**config.mk**
```make
export PLATFORM = sky130hd
export DESIGN_NAME = csr_access_unit
export DESIGN_NICKNAME = d
export VERILOG_FILES = /design/src/rtl/csr_pkg.sv /design/src/rtl/csr_rmw_alu.sv /design/src/rtl/csr_access_unit.sv
export SDC_FILE = /design/constraint.sdc
export NUM_CORES = 1
export LEC_CHECK = 0
export BUFFER_PORTS_ARGS = -buffer_cell sky130_fd_sc_hd__buf_2
export CORE_ASPECT_RATIO = 1.1
export CORE_MARGIN = 2
export CORE_UTILIZATION = 56
export DETAILED_ROUTE_END_ITERATION = 12
export GPL_ROUTABILITY_DRIVEN = 0
export PLACE_DENSITY = 0.86
export SYNTH_ARGS = -nofsm -noshare
export SYNTH_HDL_FRONTEND = slang
export SYNTH_SLANG_ARGS = --single-unit
```
**constraint.sdc**
```tcl
create_clock -name CLK -period 21.1 [get_ports CLK]
set_input_delay 5.275 -clock CLK [delete_from_list [all_inputs] [get_ports CLK]]
set_output_delay 5.275 -clock CLK [all_outputs]
set_load 0.03 [all_outputs]
```
**src/rtl/csr_pkg.sv**
```systemverilog
// Shared types and constants for the CSR access sequencer.
// Holds the funct3 encodings, FSM states, float CSR addresses and the read-only space check.
package csr_pkg;

  localparam logic [11:0] CSR_FFLAGS = 12'h001;
  localparam logic [11:0] CSR_FRM    = 12'h002;
  localparam logic [11:0] CSR_FCSR   = 12'h003;

  typedef enum logic [2:0] {
    F3_RW  = 3'b001,
    F3_RS  = 3'b010,
    F3_RC  = 3'b011,
    F3_RWI = 3'b101,
    F3_RSI = 3'b110,
    F3_RCI = 3'b111
  } funct3_t;

  typedef enum logic [2:0] {
    S_IDLE,
    S_FLUSH,
    S_READ,
    S_WRITE,
    S_RESP
  } state_t;

  // Addresses whose top two bits are 2'b11 are read-only by architectural convention.
  function automatic logic csr_is_read_only(input logic [1:0] addr_space);
    return addr_space == 2'b11;
  endfunction

endpackage

```
**src/rtl/csr_rmw_alu.sv**
```systemverilog
// Combinational read-modify-write datapath for Zicsr instructions.
// Produces the new CSR value, whether a write happens, and whether the instruction is illegal.
module csr_rmw_alu
  import csr_pkg::*;
#(
  parameter int NUM_CSR_ADDR_BITS = 12,
  parameter int XLEN = 32
) (
  input  logic [2:0]                   funct3,
  input  logic [XLEN-1:0]              operand,
  input  logic [4:0]                   zimm,
  input  logic [XLEN-1:0]              old_value,
  input  logic [NUM_CSR_ADDR_BITS-1:0] csr_addr,
  output logic [XLEN-1:0]              write_data,
  output logic                         write_en,
  output logic                         illegal
);

  always_comb begin
    write_data = '0;
    write_en   = 1'b0;
    illegal    = 1'b0;
    case (funct3)
      F3_RW, F3_RWI: begin
        write_data = operand;
        write_en   = 1'b1;
      end
      F3_RS, F3_RSI: begin
        write_data = old_value | operand;
        write_en   = (zimm != 5'd0);
      end
      F3_RC, F3_RCI: begin
        write_data = old_value & ~operand;
        write_en   = (zimm != 5'd0);
      end
      default: illegal = 1'b1;
    endcase
    // zimm doubles as the rs1 index, so zimm==0 also covers rs1=x0 (pure read).
    if (write_en && csr_is_read_only(csr_addr[NUM_CSR_ADDR_BITS-1 -: 2])) begin
      illegal  = 1'b1;
      write_en = 1'b0;
    end
  end

endmodule

```
**src/rtl/csr_access_unit.sv**
```systemverilog
// Sequences one Zicsr instruction at a time against the CSR register file and merges FPU flags into fcsr.
// Pending flags are flushed before any new instruction is accepted, so flag updates never race software accesses.
module csr_access_unit
  import csr_pkg::*;
#(
  parameter int NUM_CSR_ADDR_BITS = 12,
  parameter int XLEN = 32
) (
  input  logic                         CLK,
  input  logic                         RESET,
  input  logic                         in_req_valid,
  output logic                         out_req_ready,
  input  logic [2:0]                   in_req_funct3,
  input  logic [NUM_CSR_ADDR_BITS-1:0] in_req_csr_addr,
  input  logic [XLEN-1:0]              in_req_rs1_data,
  input  logic [4:0]                   in_req_zimm,
  output logic                         out_rsp_valid,
  input  logic                         in_rsp_ready,
  output logic [XLEN-1:0]              out_rsp_rd_data,
  output logic                         out_rsp_illegal,
  input  logic                         in_fflags_valid,
  input  logic [4:0]                   in_fflags,
  output logic                         out_read_csr_enable,
  output logic [NUM_CSR_ADDR_BITS-1:0] out_read_csr_select,
  input  logic [XLEN-1:0]              in_read_csr_data,
  output logic                         out_write_csr_enable,
  output logic [NUM_CSR_ADDR_BITS-1:0] out_write_csr_select,
  output logic [XLEN-1:0]              out_write_csr_data,
  output logic                         out_read_fcsr_enable,
  input  logic [XLEN-1:0]              in_read_fcsr_data,
  output logic                         out_write_fcsr_enable,
  output logic [XLEN-1:0]              out_write_fcsr_data
);

  state_t                       state;
  logic [4:0]                   pending;
  logic [4:0]                   pending_next;
  logic [XLEN-1:0]              old_q;
  logic [XLEN-1:0]              operand_q;
  logic [2:0]                   funct3_q;
  logic [NUM_CSR_ADDR_BITS-1:0] addr_q;
  logic [4:0]                   zimm_q;

  logic                         read_en_q;
  logic [NUM_CSR_ADDR_BITS-1:0] read_sel_q;
  logic                         write_en_q;
  logic [NUM_CSR_ADDR_BITS-1:0] write_sel_q;
  logic [XLEN-1:0]              write_data_q;
  logic                         fcsr_en_q;
  logic                         rsp_valid_q;
  logic [XLEN-1:0]              rsp_data_q;
  logic                         rsp_illegal_q;

  logic                         idle;
  logic                         req_fire;
  logic [XLEN-1:0]              operand_in;
  logic [2:0]                   alu_funct3;
  logic [XLEN-1:0]              alu_operand;
  logic [4:0]                   alu_zimm;
  logic [NUM_CSR_ADDR_BITS-1:0] alu_addr;
  logic [XLEN-1:0]              alu_wdata;
  logic                         alu_wen;
  logic                         alu_illegal;

  assign idle       = (state == S_IDLE);
  assign req_fire   = idle && (pending == 5'd0) && in_req_valid;
  assign operand_in = in_req_funct3[2] ? {{(XLEN-5){1'b0}}, in_req_zimm} : in_req_rs1_data;

  // Flags seen during the FLUSH cycle are not in this merge, so they must survive into pending.
  assign pending_next = ((state == S_FLUSH) ? 5'd0 : pending) | (in_fflags_valid ? in_fflags : 5'd0);

  // In IDLE the ALU judges the offered request; afterwards it works on the latched instruction.
  assign alu_funct3  = idle ? in_req_funct3   : funct3_q;
  assign alu_operand = idle ? operand_in      : operand_q;
  assign alu_zimm    = idle ? in_req_zimm     : zimm_q;
  assign alu_addr    = idle ? in_req_csr_addr : addr_q;

  csr_rmw_alu #(
    .NUM_CSR_ADDR_BITS(NUM_CSR_ADDR_BITS),
    .XLEN(XLEN)
  ) u_alu (
    .funct3    (alu_funct3),
    .operand   (alu_operand),
    .zimm      (alu_zimm),
    .old_value (in_read_csr_data),
    .csr_addr  (alu_addr),
    .write_data(alu_wdata),
    .write_en  (alu_wen),
    .illegal   (alu_illegal)
  );

  always_ff @(posedge CLK or posedge RESET) begin
    if (RESET) begin
      state         <= S_IDLE;
      pending       <= '0;
      old_q         <= '0;
      operand_q     <= '0;
      funct3_q      <= '0;
      addr_q        <= '0;
      zimm_q        <= '0;
      read_en_q     <= 1'b0;
      read_sel_q    <= '0;
      write_en_q    <= 1'b0;
      write_sel_q   <= '0;
      write_data_q  <= '0;
      fcsr_en_q     <= 1'b0;
      rsp_valid_q   <= 1'b0;
      rsp_data_q    <= '0;
      rsp_illegal_q <= 1'b0;
    end else begin
      pending      <= pending_next;
      read_en_q    <= 1'b0;
      read_sel_q   <= '0;
      write_en_q   <= 1'b0;
      write_sel_q  <= '0;
      write_data_q <= '0;
      fcsr_en_q    <= 1'b0;
      case (state)
        S_IDLE: begin
          if (req_fire) begin
            funct3_q  <= in_req_funct3;
            addr_q    <= in_req_csr_addr;
            zimm_q    <= in_req_zimm;
            operand_q <= operand_in;
            old_q     <= '0;
            if (alu_illegal) begin
              rsp_valid_q   <= 1'b1;
              rsp_data_q    <= '0;
              rsp_illegal_q <= 1'b1;
              state         <= S_RESP;
            end else begin
              read_en_q  <= 1'b1;
              read_sel_q <= in_req_csr_addr;
              state      <= S_READ;
            end
          end else if (pending_next != 5'd0) begin
            fcsr_en_q <= 1'b1;
            state     <= S_FLUSH;
          end
        end
        S_FLUSH: state <= S_IDLE;
        S_READ: begin
          old_q      <= in_read_csr_data;
          write_en_q <= alu_wen;
          if (alu_wen) begin
            write_sel_q  <= addr_q;
            write_data_q <= alu_wdata;
          end
          state <= S_WRITE;
        end
        S_WRITE: begin
          rsp_valid_q   <= 1'b1;
          rsp_data_q    <= old_q;
          rsp_illegal_q <= 1'b0;
          state         <= S_RESP;
        end
        S_RESP: begin
          if (in_rsp_ready) begin
            rsp_valid_q   <= 1'b0;
            rsp_data_q    <= '0;
            rsp_illegal_q <= 1'b0;
            state         <= S_IDLE;
          end
        end
        default: state <= S_IDLE;
      endcase
    end
  end

  assign out_req_ready         = idle && (pending == 5'd0) && !RESET;
  assign out_rsp_valid         = rsp_valid_q;
  assign out_rsp_rd_data       = rsp_data_q;
  assign out_rsp_illegal       = rsp_illegal_q;
  assign out_read_csr_enable   = read_en_q;
  assign out_read_csr_select   = read_sel_q;
  assign out_write_csr_enable  = write_en_q;
  assign out_write_csr_select  = write_sel_q;
  assign out_write_csr_data    = write_data_q;
  assign out_read_fcsr_enable  = fcsr_en_q;
  assign out_write_fcsr_enable = fcsr_en_q;
  // The merge needs the live fcsr read, so this one output cannot be registered.
  assign out_write_fcsr_data   = fcsr_en_q ? (in_read_fcsr_data | {{(XLEN-5){1'b0}}, pending}) : '0;

endmodule

```
==> metrics.cfg <==
[grt]
busiest_layer=met2
grt_pass1_wl_mm=37.7
grt_usage_pct=30.7
grtUsageMet1_pct=45.0
grt_start_max_net_pins=118
grt_use_met3_pct=6.21
grt_pass1_vias=6859
antenna_found_initial=2
grt-ovfl-total=0
grt_use_met2_pct=45.7

[timing]
setup_viol=0
holdWs_ns=0.463
drv_slew=0
tightest_slew_ns=1.16
rsz0062_at_grt=false
hold_viol_final=0
period_needed_ns=11.74
tns_ns=0
max_slew_margin_pct=22.7
skew_ns=0.0112
fmax_ghz=0.0852
period_share_pct=55.6

[logic_synthesis]
yosys.area.top_type=dfrtp_1
synth_seq_cells=184
yosysSeqAreaShare_pct=55.4
synth_top_area_share_pct=55.4
synthesis.nets=950
synthTopCellsByCount=184 x dfrtp_1, 159 x nand2_1, 53 x and2_1
yosys_warnings=0
netlist_area_sq_um=8300
synthArstFlopShare_pct=100
synth_cells=824
synth_area_leaders=dfrtp_1 55%, nand2_1 7.2%, mux2_2 4.5%
syn-mean-instance-area_sq_um=10.1
synth_edf_count=0
yosysMostFrequentCell=dfrtp_1
synth_ff_type=dfrtp_1
yosysUniqueCellTypes=42

[drt]
antenna_left=0
vias_per_cell=5.85
drc=0
wl_per_cell_microns=19.4
drt-pass1-iter-count=5
wirelength_mm=24.1
vias=7268
drt_iter0_markers=755

[critical_path]
worstSetupPathType=primary input to primary output
cp-start-kind=primary input
critPathRequiredTime_ns=15.83
end_kind=primary output
r2r-end=out_write_csr_data[6]$_DFF_PP0_
r2r_setup_slack_ns=17.37
critical-path-max-stage-delay_ns=0.53
crit_top_cell=buf_2
slowest_stage=inv_8
r2r_cells=5
critical_path.max_fanout=117
worstPathArrival_ns=6.46
path_cells=buf_2 > inv_8 > and3_1 > buf_2
r2r_start=state[2]$_DFFE_PP0P_

[place]
post_dp_cell_area_sq_um=9610
io_buffers=252
dpl.hpwl_mm=15.6

[clocking]
clock-sinks=184
ctsRootBufferMaster=clkbuf_16
cts_hold_buf=0
h-tree-depth=4
clkTransAtPathRegs_ns=0.08
numCtsBuffers=17
cts_tree=built
cts_setup_buffers=0
clock_latency_ns=0.44
ctsLongestPathBuffers=2
cts_resized=0

[power_and_ir_drop]
seq_power_share_pct=41.3
p_leak_nw=5.48
switching_share_pct=39.5
clkPwrFrac_pct=26.0
power_density_nw_per_um2=124
p_int_mw=0.766
p_comb_share_pct=32.6
switching_power_mw=0.501
peakVddDrop_uv=66.8

[cells_and_area]
syn2layout_area_growth_pct=23.2
nets=1163
design_area_sq_um=10200
multi_input_area_sq_um=3400
fill_cells=1079
seqCellArea_sq_um=4600
final_util_pct=70.8
drive_gt1_share_pct=31.9

[worst_hold_path]
hold_depth=2
hold-path-endpoint=addr_q[1]$_DFFE_PP0P_
min_path_type=flip-flop to flip-flop
hp-start=addr_q[1]$_DFFE_PP0P_

[floorplan]
num_rows=46
chipHeight_microns=132
io_pins=253
die_x_microns=120
initial_core_util_pct=57.5
die_area_sq_um=15800
fp.coreArea_sq_um=14400

[run_status]
run_status=completed

[flow_run]
max_cap_violations=0

-- cell usage in the layout, fill, tap and decap left out, drive strengths merged, types with 29 or more instances in the layout --
cell	count
and2	53
nor3	30
a31oi	29
nand3	33
mux2	33
dfrtp	184
a22o	37
buf	259
nand2	159
o21ai	36
-- stage by stage --
step,instances,setup WS [ns],total power [mW]
2_1_floorplan,824,5.97,0.809
3_3_place_gp,1210,9.34,0.912
3_5_place_dp,1210,9.34,0.931
4_1_cts,1242,9.33,1.26
5_1_grt,1243,9.23,1.33
6_report,1243,9.36,1.27
-- cell type report --
type | count | area share [%]
Tap cell | 192 | 2.35
Multi-Input combinational cell | 564 | 33.2
Inverter | 11 | 0.501
Antenna cell | 1 | 0.0245
Clock inverter | 15 | 1.87
Clock buffer | 17 | 4.16
Sequential cell | 184 | 45.0
Timing Repair Buffer | 259 | 12.8
-- routing by layer --
layer	vias up	share of wire (%)
met4	2	2.7
met5	-	0.066
met2	352	47
li1	3313	-
met1	3541	43
met3	60	6.7
-- cells by family (layout without fill, tap and decap cells) --
kind of cell	Yosys count	count (layout)	share of synthesized area, %
other	0	1	0
multiplexers	39	39	5.20
AO/OA/AOI/OAI	122	122	10.1
XOR/XNOR	2	2	0.211
flip-flops	184	184	55.4
AND/OR/NAND/NOR	401	401	25.0
buffers and inverters	76	302	4.01
-- power by group through the flow --
stage	Clock (mW)	Combinational, mW	Sequential, mW
CTS	0.331	0.410	0.521
finish	0.330	0.413	0.523
detailed placement	0	0.406	0.525
global route	0.349	0.449	0.535
floorplan	0	0.271	0.538
global placement	0	0.392	0.520
-- flip-flops by register name, summed over array words and instances, names as in the netlist --
register and cells:
old_q 32, addr_q 12, out_write_csr_select 12, funct3_q 2, out_write_csr_data 32, operand_q 32
out_read_csr_enable 1, out_rsp_rd_data 32, out_rsp_valid 1, out_write_csr_enable 1, state 3, out_rsp_illegal 1
out_read_fcsr_enable 1, zimm_q 5, pending 5, out_read_csr_select 12
-- worst max path at each step --
stage	startpoint	end	slack, ns	depth (start not counted)
finish	RESET	out_req_ready	9.36	4
CTS	RESET	out_req_ready	9.33	4
detailed placement	RESET	out_req_ready	9.34	4
floorplan	RESET	out_req_ready	5.97	2
global placement	RESET	out_req_ready	9.34	4
global route	RESET	out_req_ready	9.23	4
-- worst max-delay path: cells and delay by family --
kind	cells	cell delay (ns)
buffers and inverters	3	0.86
and+or+nand+nor	1	0.27
Power figures use the tool's default switching activity.
